===== src/rtl/piezo_pkg.sv =====
// +-----------------------------------------------------------------------------
// | piezo_pkg : shared types and helpers for the piezo alert scheduler
// | Rev 1.0   : initial release
// +-----------------------------------------------------------------------------
`default_nettype none

package piezo_pkg;

  localparam int unsigned ALERT_W = 2;

  typedef enum logic [ALERT_W-1:0] {
    ALERT_NONE = 2'd0,
    ALERT_OVR  = 2'd1,
    ALERT_BATT = 2'd2,
    ALERT_MOVE = 2'd3
  } alert_e;

  typedef enum logic [1:0] {
    IDLE = 2'd0,
    ON   = 2'd1,
    OFF  = 2'd2
  } sched_state_e;

  // Fixed priority: lower encoding wins, so "higher priority" means numerically smaller.
  function automatic alert_e pick_winner(input logic ovr, input logic batt, input logic move);
    if (ovr)  return ALERT_OVR;
    if (batt) return ALERT_BATT;
    if (move) return ALERT_MOVE;
    return ALERT_NONE;
  endfunction

  function automatic bit dur_ok(input longint unsigned v, input int unsigned w);
    return (v >= 64'd1) && (v <= (64'd1 << w));
  endfunction

  function automatic bit half_ok(input longint unsigned v, input int unsigned w);
    return (v >= 64'd1) && (v < (64'd1 << w));
  endfunction

endpackage

`default_nettype wire


===== src/rtl/piezo_tone_gen.sv =====
// +-----------------------------------------------------------------------------
// | piezo_tone_gen : square-wave generator with registered differential outputs
// | Rev 1.0        : initial release
// +-----------------------------------------------------------------------------
`default_nettype none

module piezo_tone_gen
  import piezo_pkg::*;
#(
  parameter int unsigned HP_W = 17
) (
  input  logic            clk,
  input  logic            rst,
  input  logic            en,
  input  logic            restart,
  input  logic [HP_W-1:0] half_per,
  output logic            audio_o,
  output logic            audio_o_n
);

  logic [HP_W-1:0] hcnt_q, hcnt_d;
  logic            audio_q, audio_d;
  logic            audio_n_q;

  always_comb begin
    hcnt_d  = '0;
    audio_d = 1'b0;
    if (en && !restart) begin
      if (hcnt_q == (half_per - HP_W'(1))) begin
        hcnt_d  = '0;
        audio_d = ~audio_q;
      end else begin
        hcnt_d  = hcnt_q + HP_W'(1);
        audio_d = audio_q;
      end
    end
  end

  // Complement is registered from the same next-state value so the pins never overlap.
  always_ff @(posedge clk) begin
    if (rst) begin
      hcnt_q    <= '0;
      audio_q   <= 1'b0;
      audio_n_q <= 1'b1;
    end else begin
      hcnt_q    <= hcnt_d;
      audio_q   <= audio_d;
      audio_n_q <= ~audio_d;
    end
  end

  assign audio_o   = audio_q;
  assign audio_o_n = audio_n_q;

endmodule

`default_nettype wire


===== src/rtl/piezo_alert_sched.sv =====
// +-----------------------------------------------------------------------------
// | piezo_alert_sched : priority alert arbiter, cadence FSM and piezo tone driver
// |                     Optional feature macro: PIEZO_MUTE_EN (adds mute input)
// | Rev 1.0           : initial release
// +-----------------------------------------------------------------------------
`default_nettype none

module piezo_alert_sched
  import piezo_pkg::*;
#(
  parameter int unsigned CNT_W     = 27,
  parameter int unsigned HP_W      = 17,
  parameter int unsigned OVR_HALF  = 8192,
  parameter int unsigned OVR_ON    = 8_388_608,
  parameter int unsigned OVR_OFF   = 8_388_608,
  parameter int unsigned BATT_HALF = 16384,
  parameter int unsigned BATT_ON   = 16_777_216,
  parameter int unsigned BATT_OFF  = 16_777_216,
  parameter int unsigned MOVE_HALF = 65536,
  parameter int unsigned MOVE_ON   = 8_388_608,
  parameter int unsigned MOVE_OFF  = 125_829_120
) (
  input  logic       clk,
  input  logic       rst,
  input  logic       ovr_spd,
  input  logic       batt_low,
  input  logic       moving,
`ifdef PIEZO_MUTE_EN
  input  logic       mute,
`endif
  output logic       audio_o,
  output logic       audio_o_n,
  output logic [1:0] active,
  output logic       busy
);

  if (!(dur_ok(OVR_ON, CNT_W) && dur_ok(OVR_OFF, CNT_W) &&
        dur_ok(BATT_ON, CNT_W) && dur_ok(BATT_OFF, CNT_W) &&
        dur_ok(MOVE_ON, CNT_W) && dur_ok(MOVE_OFF, CNT_W))) begin : g_bad_dur
    $error("piezo_alert_sched: ON/OFF duration is zero or exceeds CNT_W");
  end

  if (!(half_ok(OVR_HALF, HP_W) && half_ok(BATT_HALF, HP_W) &&
        half_ok(MOVE_HALF, HP_W))) begin : g_bad_half
    $error("piezo_alert_sched: half-period is zero or exceeds HP_W");
  end

  localparam logic [CNT_W-1:0] OVR_ON_LAST   = CNT_W'(OVR_ON - 1);
  localparam logic [CNT_W-1:0] OVR_OFF_LAST  = CNT_W'(OVR_OFF - 1);
  localparam logic [CNT_W-1:0] BATT_ON_LAST  = CNT_W'(BATT_ON - 1);
  localparam logic [CNT_W-1:0] BATT_OFF_LAST = CNT_W'(BATT_OFF - 1);
  localparam logic [CNT_W-1:0] MOVE_ON_LAST  = CNT_W'(MOVE_ON - 1);
  localparam logic [CNT_W-1:0] MOVE_OFF_LAST = CNT_W'(MOVE_OFF - 1);
  localparam logic [HP_W-1:0]  OVR_HP        = HP_W'(OVR_HALF);
  localparam logic [HP_W-1:0]  BATT_HP       = HP_W'(BATT_HALF);
  localparam logic [HP_W-1:0]  MOVE_HP       = HP_W'(MOVE_HALF);

  logic batt_eff, move_eff;

`ifdef PIEZO_MUTE_EN
  assign batt_eff = batt_low & ~mute;
  assign move_eff = moving & ~mute;
`else
  assign batt_eff = batt_low;
  assign move_eff = moving;
`endif

  alert_e winner;
  assign winner = pick_winner(ovr_spd, batt_eff, move_eff);

  sched_state_e     state_q, state_d;
  alert_e           sel_q, sel_d;
  logic [CNT_W-1:0] cnt_q, cnt_d;
  logic             busy_q;
  logic [CNT_W-1:0] on_last, off_last;
  logic [HP_W-1:0]  half_sel;
  logic             tone_restart;

  always_comb begin
    on_last  = '0;
    off_last = '0;
    half_sel = '0;
    case (sel_q)
      ALERT_OVR: begin
        on_last  = OVR_ON_LAST;
        off_last = OVR_OFF_LAST;
        half_sel = OVR_HP;
      end
      ALERT_BATT: begin
        on_last  = BATT_ON_LAST;
        off_last = BATT_OFF_LAST;
        half_sel = BATT_HP;
      end
      ALERT_MOVE: begin
        on_last  = MOVE_ON_LAST;
        off_last = MOVE_OFF_LAST;
        half_sel = MOVE_HP;
      end
      default: ;
    endcase
  end

  // winner != sel covers both preemption (winner higher) and withdrawal (req[sel] low),
  // and takes precedence over cadence expiry.
  always_comb begin
    state_d      = state_q;
    sel_d        = sel_q;
    cnt_d        = cnt_q + CNT_W'(1);
    tone_restart = 1'b0;
    case (state_q)
      IDLE: begin
        cnt_d = '0;
        sel_d = ALERT_NONE;
        if (winner != ALERT_NONE) begin
          state_d      = ON;
          sel_d        = winner;
          tone_restart = 1'b1;
        end
      end
      ON, OFF: begin
        if ((winner != sel_q) || ((state_q == OFF) && (cnt_q == off_last))) begin
          cnt_d = '0;
          if (winner != ALERT_NONE) begin
            state_d      = ON;
            sel_d        = winner;
            tone_restart = 1'b1;
          end else begin
            state_d = IDLE;
            sel_d   = ALERT_NONE;
          end
        end else if ((state_q == ON) && (cnt_q == on_last)) begin
          state_d = OFF;
          cnt_d   = '0;
        end
      end
      default: begin
        state_d = IDLE;
        sel_d   = ALERT_NONE;
        cnt_d   = '0;
      end
    endcase
  end

  always_ff @(posedge clk) begin
    if (rst) begin
      state_q <= IDLE;
      sel_q   <= ALERT_NONE;
      cnt_q   <= '0;
      busy_q  <= 1'b0;
    end else begin
      state_q <= state_d;
      sel_q   <= sel_d;
      cnt_q   <= cnt_d;
      busy_q  <= (state_d != IDLE);
    end
  end

  assign active = sel_q;
  assign busy   = busy_q;

  piezo_tone_gen #(
    .HP_W (HP_W)
  ) u_tone (
    .clk       (clk),
    .rst       (rst),
    .en        (state_d == ON),
    .restart   (tone_restart),
    .half_per  (half_sel),
    .audio_o   (audio_o),
    .audio_o_n (audio_o_n)
  );

endmodule

`default_nettype wire


===== config.mk =====
export PLATFORM = sky130hd
export DESIGN_NAME = piezo_alert_sched
export DESIGN_NICKNAME = d
export VERILOG_FILES = /design/src/rtl/piezo_pkg.sv /design/src/rtl/piezo_tone_gen.sv /design/src/rtl/piezo_alert_sched.sv
export SDC_FILE = /design/constraint.sdc
export NUM_CORES = 1
export LEC_CHECK = 0
export BUFFER_PORTS_ARGS = -buffer_cell sky130_fd_sc_hd__buf_2
export CORE_MARGIN = 2
export CORE_UTILIZATION = 60
export CTS_CLUSTER_DIAMETER = 50
export CTS_CLUSTER_SIZE = 12
export DETAILED_ROUTE_END_ITERATION = 8
export PLACE_DENSITY_LB_ADDON = 0.12
export SYNTH_ARGS = -nofsm -noshare
export SYNTH_HDL_FRONTEND = slang
export SYNTH_HIERARCHICAL = 1
export SYNTH_SLANG_ARGS = --single-unit

===== constraint.sdc =====
create_clock -name clk -period 3.9 [get_ports clk]
set_clock_uncertainty 0.05 [all_clocks]
set_input_delay 0.78 -clock clk [delete_from_list [all_inputs] [get_ports clk]]
set_output_delay 0.78 -clock clk [all_outputs]
set_load 0.02 [all_outputs]

==> results, run 1 <==
- The flow ran to the end, and the final reports show no timing, DRC or antenna violations.
- The gate count after technology mapping is 356.
- In this run the register-to-register setup slack is around 660 ps.
- In this design, the stage delay of the slowest critical-path cell is slightly below 500 ps.
- The proportion of synthesized flip-flops having asynchronous set or reset is 0%.
- Timing analysis after detailed placement gives a worst setup slack of ~710 ps.
- The final routed DRC violation total is 0.
- The category of the critical setup timing path is register to register.
- After layout, the worst setup slack is 664 ps.
- Data on the critical path is required at its endpoint by between 4000 and 5000 ps.
- Counting I/O delays and the setup requirement, the final critical path takes 3240 ps.
- The H-tree generated during clock tree synthesis spans 2 levels.
- The destination of the worst register-to-register timing path is u_tone/hcnt_q[9].
- The number of antenna violations at the first check in global routing was 0.
- The maximum vdd drop is 0.257 mV.
- The floorplan step defined a core boundary enclosing ~0.005 mm².
- After detailed routing, the total wire length is between 5 and 6 mm.
- The largest fanout on the critical path is 16.
- After clock tree synthesis, the setup repair step added 0 buffers.
- For this configuration, the core starts out at a cell density of 61.2%.
- From left edge to right edge, the die measures 75.5 µm.
- Summed over all cells, the static leakage comes to about 0.0013 µW.
- The post-synthesis average cell area is about 8.6 µm².
- The cell type group with the largest total delay on the critical path is simple AND/OR/NAND/NOR gates.
- At the worst endpoint, the arrival time is around 3400 ps.
- The placement row count is 26.
- The remaining antenna violation count is 0.
- The worst reg2reg path depth is 10.
- Along the worst hold path, the cell count comes to 1.
- Walking the worst path, the cells encountered are nand4_1, nor3_2, nand3b_1, a2111oi_4, nor2_2, a22oi_1, nor2b_1, nor3b_1, nand2_4, nor2_1.
- Together, buffers and inverters on the worst path number 0.
- The library cells used most frequently in the layout, excluding fill and tap cells, are sky130_fd_sc_hd__conb_1 (62), sky130_fd_sc_hd__dfxtp_1 (51), sky130_fd_sc_hd__nor2_1 (48).
- The number of diodes is 0.
- Max-cap violations in this run came to 0.
- The commonest register cell after synthesis is sky130_fd_sc_hd__dfxtp_1.
- The maximum clock insertion buffer count is 2.
- In this run, the number of DRC markers left after iteration 0 of detailed routing was between 70 and 80.
- Setup repair after global routing left no endpoint under its margin.
- The number of resized instances in the post-cts repair step is 0.
- Static timing analysis puts the maximum clock frequency at just over 0.3 GHz.
- Clock-pin slew was measured on the worst setup and hold paths at 90 ps.
- In the final routed layout, each cell accounts on average for roughly 11 µm.
- The area of the multi-input gates is about 0.0022 mm².
- The final number of max-transition violations is 0.
- Detailed routing inserted a total of approximately 2400 vias.
- The end of the worst hold path is u_tone/hcnt_q[0].
- The number of detailed-route iterations in the first pass is 4.
- The total I/O pin count is 10.
- In this run the worst hold path is classified as register to register.
- Entering global routing, the biggest net connects 27 pins.
- The HPWL after detailed placement is 4.32 mm.
- Leaving out fill and tap cells, the most frequent cell in the layout is sky130_fd_sc_hd__conb_1.
- Setup violations remaining at the end of the flow were counted as 0.
- The number of buffers created by CTS is 5.
- The layout filler cell count is between 400 and 500.
- The CTS tree is yes.
- Once placement completed, the tool counted placed cells totaling ~500.
- The post-synthesis cell area is just over 0.003 mm².
- The final estimated routing congestion in global placement is 0.816.
- The final layout contains about 440 nets.
- The all-layer global routing usage is about a fifth.
- The tree built by TritonCTS fans out to about 50 sinks.
- The sequential cell area is just over 0.001 mm².
- The worst pin sits at a relative slew slack of between 40% and 50%.
- The number of standard cells in the layout, taps in and fillers out is ~500.
- The cell sitting at the root of the clock tree is a sky130_fd_sc_hd__clkbuf_8.
- The floorplan step defined a die boundary enclosing roughly 0.0057 mm².
- The number of global-route vias before repair is 2223.
- The actual transition at the worst max-transition pin is ~810 ps.
- In the routed layout, each cell is associated on average with a via count of just under 5.
- The kind of end point of the critical path is a register.
- After layout, the worst path uses between 80% and 90% of the clock period.
- After clock tree synthesis, the flow added hold-fix buffers numbering 0.
- In the final layout, the share of cells above drive strength 1 is 12.9%.
- The slowest cell on the critical path is sky130_fd_sc_hd__nor3b_1.
- The part of the Yosys area used for sequential elements is between 30% and 40%.
- The beginning of the worst hold path is u_tone/hcnt_q[0].
- The clock reaches the later pin of the worst-skew pair after around 300 ps.
- The sum of overflow across all layers after global routing is 0.
- The distinct cell type count of the synthesized netlist is between 50 and 60.
- The number of failing hold endpoints at the final stage is 0.
- The wire length of the first global-routing pass is 9.24 mm.
- The worst setup path is launched from a register.
- The reg-to-reg startpoint is cnt_q[2].
- For the final routed database, the setup TNS stands at 0 ps.
- Yosys mapped a number of flops with a built-in enable equal to 0.
- Synthesis inferred 51 register bits.
- Compared with the post-synthesis result, the final layout area differs by 13.5%.
- The number of input and output port buffers inserted is 9.
- The power per standard cell area is ~280 mW/mm².
- The die extent in y is ~76 µm.
- The Yosys step of the flow raised 6 warnings.
## worst max-delay path by stage
| stage | cells past startpoint | startpoint | endpoint |
|---|---|---|---|
| after floorplan | 11 | cnt_q[20] | u_tone/hcnt_q[7] |
| after global placement | 10 | cnt_q[20] | u_tone/hcnt_q[16] |
| after detailed placement | 10 | cnt_q[20] | u_tone/hcnt_q[9] |
| after CTS | 10 | cnt_q[20] | u_tone/hcnt_q[9] |
| after global routing | 10 | cnt_q[2] | u_tone/hcnt_q[10] |
| final | 10 | cnt_q[2] | u_tone/hcnt_q[9] |
## synth_stat cells, types with 2 or more instances
cell type | count | area share, %
sky130_fd_sc_hd__nand3_1 | 24 | 3.9
sky130_fd_sc_hd__nand2b_1 | 3 | 0.61
sky130_fd_sc_hd__or2_2 | 5 | 1.0
sky130_fd_sc_hd__xor2_1 | 43 | 12
sky130_fd_sc_hd__o22ai_1 | 2 | 0.41
sky130_fd_sc_hd__nor4_1 | 9 | 1.8
sky130_fd_sc_hd__and3_2 | 5 | 1.2
sky130_fd_sc_hd__a2111oi_4 | 2 | 1.8
sky130_fd_sc_hd__xnor2_1 | 22 | 6.3
sky130_fd_sc_hd__nand4b_1 | 2 | 0.57
sky130_fd_sc_hd__nor2b_1 | 6 | 1.2
sky130_fd_sc_hd__or3_1 | 5 | 1.0
sky130_fd_sc_hd__and2_1 | 3 | 0.61
sky130_fd_sc_hd__nor3_2 | 3 | 0.98
sky130_fd_sc_hd__buf_2 | 2 | 0.33
sky130_fd_sc_hd__nor3b_1 | 2 | 0.49
sky130_fd_sc_hd__and4_1 | 2 | 0.57
sky130_fd_sc_hd__inv_1 | 7 | 0.86
sky130_fd_sc_hd__nor2_1 | 48 | 5.9
sky130_fd_sc_hd__a211oi_1 | 3 | 0.73
sky130_fd_sc_hd__a21oi_1 | 5 | 0.82
sky130_fd_sc_hd__o21ai_0 | 5 | 0.82
sky130_fd_sc_hd__nand4_1 | 7 | 1.4
sky130_fd_sc_hd__nor2_2 | 11 | 2.2
sky130_fd_sc_hd__nor3_1 | 8 | 1.3
sky130_fd_sc_hd__clkbuf_1 | 4 | 0.49
sky130_fd_sc_hd__and3_1 | 7 | 1.4
sky130_fd_sc_hd__ha_1 | 7 | 2.9
sky130_fd_sc_hd__nand2_1 | 27 | 3.3
sky130_fd_sc_hd__dfxtp_1 | 51 | 33
sky130_fd_sc_hd__or4_4 | 3 | 1.1
## state kept, by name (all words and copies together) (netlist names)
register,cells
u_tone/audio_o_n,1
u_tone/hcnt_q,17
state_q,2
active,2
u_tone/audio_o,1
busy,1
cnt_q,27
## metrics by stage
step	area [µm²]	power [µW]	utilization, %	hold WS (ps)
floorplan	3300	665	-	399
global placement	3380	683	67.6	419
detailed placement	3380	684	67.6	426
CTS	3480	996	69.5	450
global route	3480	1040	69.5	470
finish	3480	992	69.5	447
## per-layer routing
layer  vias up  part of all wire, %  routed length (µm)  global-route usage, %
met5         -                    0                   0                      0
met4         0                 0.93                  51                   4.68
met3         6                  1.4                  77                   3.97
met2        11                   54                2980                   40.3
met1      1114                   44                2400                   23.5
li1       1299                    -                   -                      -
## power by group
part	switching [µW]	internal, µW
registers	8.89	528
logic	87.1	51.3
clock network	171	145
## layout make-up
class,instances,area share (%)
clock buffers,6,2.37
well taps,70,2.51
flip-flops and latches,51,29.3
inverters,7,0.754
clock inverters,2,0.467
repair buffers,9,1.29
multi-input cells,352,63.3
## cell families after synthesis
family                   Yosys count  share of synthesized area (%)
other                              1                          0.122
adder cells (fa/ha/maj)            8                           3.18
buffers and inverters             14                           2.32
AND/OR/NAND/NOR                  186                           32.7
flip-flops                        51                           33.3
multiplexers                       1                          0.326
AO/OA/AOI/OAI                     30                           9.50
XOR/XNOR                          65                           18.6
Note: power is estimated with default switching activity, not from simulation.
==> run 2, diff against run 1 <==
- CORE_UTILIZATION: 60 -> 56
- clock period: 3.9 -> 2.9 ns (I/O delays scaled with it)
==> results, run 2 (synthesized netlist as in run 1, its figures left out) <==
- The total number of vias is 2476 (was 2430).
- The number of buffers created by CTS is 5 (unchanged).
- The number of input and output port buffers inserted is 9 (unchanged).
- The minimum period implied by the final worst setup slack is 2700 ps (was 3240 ps).
- The number of global-route vias before repair is 2325 (was 2223).
- The largest fanout on the critical path was 5 (was 16).
- The category of the critical setup timing path is register to register (unchanged).
- The die width is 78.0 µm (was 75.5 µm).
- The post-cts hold buffer count is 0 (unchanged).
- The routed wire length is 5.50 mm (about the same).
- The final-stage net count is 446 (was 438).
- The DRC violation total after the first TritonRoute iteration is 76 (was 75).
- The combinational power share is 15.3% (was 14.0%).
- The leakage power total is 0.00138 µW (was 0.00133 µW).
- The pin count of the biggest net entering global routing was 27 (unchanged).
- The clock tree root driver cell is sky130_fd_sc_hd__clkbuf_8 (unchanged).
- The final number of max-transition violations is 0 (unchanged).
- The relative contribution of the clock network to total power is 32.0% (was 31.9%).
- Largest regs: cnt_q x27, u_tone/hcnt_q x17 (unchanged).
- The clock slew seen by the registers of the worst setup and hold paths is 90 ps (about the same).
- The layout filler cell count is 430 (was 443).
- The die extent in y is 78.0 µm (was 75.5 µm).
- The worst path arrival time was 2890 ps (was 3430 ps).
- The switching portion of total power is 26.3% (was 26.9%).
- The normalized max-slew margin is 55.7% (was 45.5%).
- The final setup violation count is 0 (unchanged).
- The routed wirelength normalized by instance count was 10.9 µm (was 11.1 µm).
- The starting density of the core is 58.9% (was 61.2%).
- The maximum achievable frequency came to 0.370 GHz (was 0.309 GHz).
- The insertion delay of the later-clocked pin in the worst-skew pair is 300 ps (about the same).
- The final estimated routing congestion in global placement came to 0.867 (was 0.816).
- The critical path launch point type is a register (unchanged).
- The setup fix buffers added after clock tree synthesis is 0 (unchanged).
- The max capacitance violation total is 0 (unchanged).
- The sum of negative setup slack was 0 ps (unchanged).
- The power per standard cell area was 384 mW/mm² (was 285 mW/mm²).
- The actual transition at the worst max-transition pin is 658 ps (was 810 ps).
- The switching component of the power is 361 µW (was 267 µW).
- The cell area after placement was 0.00344 mm² (was 0.00338 mm²).
- The kind of end point of the critical path is a register (unchanged).
- The final critical-path share of the clock period is 93.2% (was 83.0%).
- The number of detailed-route iterations in the first pass is 4 (unchanged).
- The number of failing hold endpoints at the final stage is 0 (unchanged).
- The required time reported for the critical path endpoint was 3090 ps (was 4090 ps).
- The total I/O pin count is 10 (unchanged).
- The flip-flop count of the largest register, all copies and words added was 27 (unchanged).
- The maximum clock insertion buffer count is 2 (unchanged).
- The register with the most flip-flops is cnt_q (unchanged).
- The class of the worst hold path is register to register (unchanged).
- The core area was 0.00520 mm² (was 0.00501 mm²).
- The HPWL after detailed placement is 4.23 mm (was 4.32 mm).
- The number of diodes is 0 (unchanged).
- Result of the run: finished, final reports clean (unchanged).
- The proportion of layout cells with a drive suffix above 1 is 16.1% (was 12.9%).
- The sum of overflow across all layers after global routing came to 0 (unchanged).
- The maximum vdd drop was 0.407 mV (was 0.257 mV).
- The post-detailed-route via-to-cell ratio is 4.90 (was 4.89).
- Commonest non-fill, non-tap cells in the layout: sky130_fd_sc_hd__conb_1 (62), sky130_fd_sc_hd__nor2_1 (48), sky130_fd_sc_hd__dfxtp_1 (46) (was sky130_fd_sc_hd__conb_1 (62), sky130_fd_sc_hd__dfxtp_1 (51), sky130_fd_sc_hd__nor2_1 (48)).
- Unrepaired setup endpoints after global routing: no (unchanged).
- The final cell area excluding filler cells came to 0.00358 mm² (was 0.00348 mm²).
- The wire length of the first global-routing pass is 9.80 mm (was 9.24 mm).
- The all-layer global routing usage came to 19.5% (was 20.9%).
- The CTS tree was yes (unchanged).
- The relative contribution of sequential cells to total power came to 52.7% (was 54.2%).
- The final routed DRC violation total is 0 (unchanged).
- The number of antenna violations at the first check in global routing came to 0 (unchanged).
- The area of the die is 0.00609 mm² (was 0.00570 mm²).
- The remaining antenna violation count came to 0 (unchanged).
- The H-tree depth is 2 (unchanged).
- The commonest non-fill, non-tap cell in the layout was sky130_fd_sc_hd__conb_1 (unchanged).
- The TritonCTS sink count is 51 (unchanged).
- The internal power component is 1010 µW (was 725 µW).
- The number of resized instances in the post-cts repair step is 0 (unchanged).
- The placement row count is 26 (unchanged).
- The area overhead of the layout relative to synthesis came to 16.6% (was 13.5%).
## run 2: cell types whose count changed in the layout (fill, tap and decap cells not counted)
cell,previous run,this run
sky130_fd_sc_hd__buf_4,0,7
sky130_fd_sc_hd__dfxtp_1,51,46
sky130_fd_sc_hd__dfxtp_2,0,5
sky130_fd_sc_hd__clkbuf_8,6,7
sky130_fd_sc_hd__clkinv_4,1,0
sky130_fd_sc_hd__nand2_4,1,2
sky130_fd_sc_hd__nor2b_1,6,5
sky130_fd_sc_hd__nor2b_4,0,1
sky130_fd_sc_hd__nor3b_1,2,1
sky130_fd_sc_hd__nor3b_4,0,1
## run 2: area by class of cell
cell class,instances,area (µm²),area share (%)
Multi-Input combinational cell,353,2230,62.5
Clock buffer,7,96.3,2.69
Tap cell,70,87.6,2.45
Inverter,7,26.3,0.735
Clock inverter,1,7.51,0.210
Sequential cell,51,1030,28.7
Timing Repair Buffer,16,97.6,2.73
## run 2: metrics by stage
| step | power, µW | setup slack (ps) | hold WS (ps) | cells | util [%] |
|---|---|---|---|---|---|
| after detailed placement | 936 | 140 | 422 | 496 | 66.1 |
| after global routing | 1440 | 13.5 | 457 | 505 | 68.7 |
| final | 1370 | 198 | 444 | 505 | 68.7 |
| after CTS | 1380 | 103 | 445 | 504 | 68.1 |
| after floorplan | 896 | 160 | 399 | 417 | - |
| after global placement | 934 | 185 | 416 | 496 | 66.1 |
## run 2: path summary, 6_finish.rpt
check	slack [ps]	depth (start not counted)	endpoint	start
hold / removal	440	1	u_tone/hcnt_q[0]	u_tone/hcnt_q[0]
hold reg to reg	440	1	u_tone/hcnt_q[0]	u_tone/hcnt_q[0]
setup / recovery	200	10	u_tone/audio_o	cnt_q[11]
setup reg to reg	200	10	u_tone/audio_o	cnt_q[11]
## run 2: routing by layer
metal,GRT usage [%],wire [µm],vias to the layer above,share of wire [%]
li1,-,-,1332,-
met1,23.3,2550,1117,46
met3,3.56,101,8,1.8
met5,0,0,-,0
met4,5.79,67,0,1.2
met2,35.7,2790,19,51
## run 2: power by group through the flow
stage	combinational, µW	clock, µW	sequential, µW
floorplan	154	0	743
CTS	198	457	723
detailed placement	197	0	739
finish	210	440	724
global placement	195	0	739
global route	236	481	726
## run 2: critical path, stage by stage (launching register included)
cell	delay [ps]
sky130_fd_sc_hd__dfxtp_1	420
sky130_fd_sc_hd__and4_1	250
sky130_fd_sc_hd__and3_2	200
sky130_fd_sc_hd__nand3b_1	150
sky130_fd_sc_hd__a2111oi_4	450
sky130_fd_sc_hd__o21ai_0	140
sky130_fd_sc_hd__a22oi_1	180
sky130_fd_sc_hd__nor2b_1	150
sky130_fd_sc_hd__nor3b_4	330
sky130_fd_sc_hd__buf_4	180
sky130_fd_sc_hd__nor2b_1	120
==> run 3, diff against run 2 <==
- CORE_UTILIZATION: 56 -> 60
- SLEW_MARGIN: not set -> 25
- clock period: 2.9 -> 3.2 ns (I/O delays scaled with it)
==> results, run 3 (synthesized netlist as in run 1, its figures left out) <==
- The insertion delay of the later-clocked pin in the worst-skew pair is 310 ps (was 300 ps).
- The routed wire length is 5.66 mm (was 5.50 mm).
- The die extent in y is 75.5 µm (was 78.0 µm).
- The category of the critical setup timing path was register to register (unchanged).
- The maximum clock insertion buffer count came to 2 (unchanged).
- The remaining antenna violation count was 0 (unchanged).
- The total I/O pin count is 10 (unchanged).
- The class of the worst hold path was register to register (unchanged).
- The kind of end point of the critical path is a register (unchanged).
- The number of input and output port buffers inserted was 9 (unchanged).
- The actual transition at the worst max-transition pin is 732 ps (was 658 ps).
- The number of placed cells counting well taps came to 490 (was 496).
- The post-detailed-route via-to-cell ratio is 4.90 (about the same).
- The max capacitance violation total is 0 (unchanged).
- The proportion of layout cells with a drive suffix above 1 is 13.3% (was 16.1%).
- The TritonCTS sink count came to 51 (unchanged).
- The CTS tree is yes (unchanged).
- The area overhead of the layout relative to synthesis is 13.8% (was 16.6%).
- Worst-path cell chain: or4_4, nor4_4, a22oi_2, a2111oi_4, nor2_2, a221oi_2, nor2b_1, nor3b_1, buf_4, nand2_4, nor2_1 (was and4_1, and3_2, nand3b_1, a2111oi_4, o21ai_0, a22oi_1, nor2b_1, nor3b_4, buf_4, nor2b_1).
- The final-stage net count was 439 (was 446).
- The minimum period implied by the final worst setup slack was 2900 ps (was 2700 ps).
- The H-tree depth was 2 (unchanged).
- The final routed DRC violation total was 0 (unchanged).
- The internal power component was 861 µW (was 1010 µW).
- The worst path arrival time is 3040 ps (was 2890 ps).
- The wire length of the first global-routing pass was 9.34 mm (was 9.80 mm).
- The sum of overflow across all layers after global routing is 0 (unchanged).
- The all-layer global routing usage came to 21.5% (was 19.5%).
- The HPWL after detailed placement was 4.43 mm (was 4.23 mm).
- The pin count of the biggest net entering global routing is 27 (unchanged).
- Largest regs: cnt_q x27, u_tone/hcnt_q x17 (unchanged).
- The switching component of the power came to 326 µW (was 361 µW).
- The number of antenna violations at the first check in global routing came to 0 (unchanged).
- The sum of negative setup slack is 0 ps (unchanged).
- The total number of vias was 2440 (was 2476).
- The number of standard cells in the layout, taps in and fillers out is 498 (was 505).
- The relative contribution of sequential cells to total power came to 55.2% (was 52.7%).
- The final core utilization is 69.7% (was 68.7%).
- The final critical-path share of the clock period is 90.6% (was 93.2%).
- The final estimated routing congestion in global placement is 0.866 (was 0.867).
- The clock tree root driver cell was sky130_fd_sc_hd__clkbuf_8 (unchanged).
- The normalized max-slew margin came to 50.8% (was 55.7%).
- The number of global-route vias before repair came to 2179 (was 2325).
- Unrepaired setup endpoints after global routing: no (unchanged).
- The final number of max-transition violations was 0 (unchanged).
- The critical path launch point type is a register (unchanged).
- The power per standard cell area is 340 mW/mm² (was 384 mW/mm²).
- The routed wirelength normalized by instance count came to 11.4 µm (was 10.9 µm).
- The setup fix buffers added after clock tree synthesis is 0 (unchanged).
- The maximum vdd drop is 0.278 mV (was 0.407 mV).
- The register with the most flip-flops is cnt_q (unchanged).
- The required time reported for the critical path endpoint is 3340 ps (was 3090 ps).
- The clock slew seen by the registers of the worst setup and hold paths is 90 ps (about the same).
- The placement row count is 26 (unchanged).
- The delay of the slowest cell on the worst path is 550 ps (was 450 ps).
- The final setup violation count is 0 (unchanged).
- The number of diodes was 0 (unchanged).
- The flip-flop count of the largest register, all copies and words added came to 27 (unchanged).
- The DRC violation total after the first TritonRoute iteration was 122 (was 76).
- The slowest cell on the critical path is sky130_fd_sc_hd__or4_4 (was sky130_fd_sc_hd__a2111oi_4).
- The cell type group with the largest total delay on the critical path is simple AND/OR/NAND/NOR gates (unchanged).
- The die width came to 75.5 µm (was 78.0 µm).
- The number of buffers created by CTS is 5 (unchanged).
- The leakage power total is 0.00134 µW (was 0.00138 µW).
- The number of failing hold endpoints at the final stage is 0 (unchanged).
- The maximum achievable frequency was 0.345 GHz (was 0.370 GHz).
- Result of the run: finished, final reports clean (unchanged).
- The core area is 0.00501 mm² (was 0.00520 mm²).
- The relative contribution of the clock network to total power is 30.3% (was 32.0%).
- The buffering stage count on the worst path with inverters included was 1 (unchanged).
- The final-layout worst hold slack is 448 ps (was 444 ps).
- The starting density of the core was 61.2% (was 58.9%).
- The commonest non-fill, non-tap cell in the layout was sky130_fd_sc_hd__conb_1 (unchanged).
- The area of the die came to 0.00570 mm² (was 0.00609 mm²).
- Commonest non-fill, non-tap cells in the layout: sky130_fd_sc_hd__conb_1 (62), sky130_fd_sc_hd__dfxtp_1 (51), sky130_fd_sc_hd__nor2_1 (48) (was sky130_fd_sc_hd__conb_1 (62), sky130_fd_sc_hd__nor2_1 (48), sky130_fd_sc_hd__dfxtp_1 (46)).
- The largest fanout on the critical path is 16 (was 5).
- The switching portion of total power is 27.5% (was 26.3%).
- The number of detailed-route iterations in the first pass is 4 (unchanged).
- The combinational power share came to 14.5% (was 15.3%).
-- run 3: changes by cell type in the layout (fill, tap and decap cells not counted), sizes merged --
cell / previous run / this run
buf: 16 / 10
clkinv: 0 / 1
clkbuf: 7 / 5
clkinvlp: 1 / 2
nand2: 30 / 29
-- run 3: cell type report --
type | count | area (µm²)
clock inverter | 3 | 20.0
fill | 451 | 1520
sequential | 51 | 1020
multi-input combinational | 352 | 2220
clock buffer | 5 | 68.8
tap | 70 | 87.6
timing repair buffer | 10 | 52.6
inverter | 7 | 26.3
-- run 3: per-layer routing --
| layer | global-route usage [%] | routed length, µm | share of wire (%) |
|---|---|---|---|
| met1 | 23.1 | 2440 | 43 |
| met2 | 41.8 | 3050 | 54 |
| met3 | 4.37 | 100 | 1.8 |
| met4 | 6.63 | 72 | 1.3 |
| met5 | 0 | 0 | 0 |
-- run 3: final timing paths --
check | slack (ps) | cells past startpoint | endpoint | from
worst max-delay path | 300 | 11 | u_tone/hcnt_q[11] | cnt_q[20]
worst min-delay path | 450 | 1 | u_tone/hcnt_q[0] | u_tone/hcnt_q[0]
worst max register to register | 300 | 11 | u_tone/hcnt_q[11] | cnt_q[20]
worst min register to register | 450 | 1 | u_tone/hcnt_q[0] | u_tone/hcnt_q[0]
-- run 3: power by group through the flow --
stage	registers, µW	clock network, µW	logic, µW
after global placement	670	0	165
after floorplan	673	0	138
after detailed placement	670	0	167
after global routing	657	392	194
after CTS	655	369	168
final	655	360	172
-- run 3: metrics by stage --
step	cell area [µm²]	power [µW]	setup slack [ps]
after CTS	3480	1190	255
after floorplan	3300	811	280
after global routing	3490	1240	75.0
after detailed placement	3390	837	309
after global placement	3390	835	330
final	3490	1190	301
-- run 3: what timing repair did --
| action | in CTS | in global routing |
|---|---|---|
| gates resized for setup | 0 | 2 |
| setup endpoints to repair | 0 | 6 |
| hold buffers | 0 | 0 |
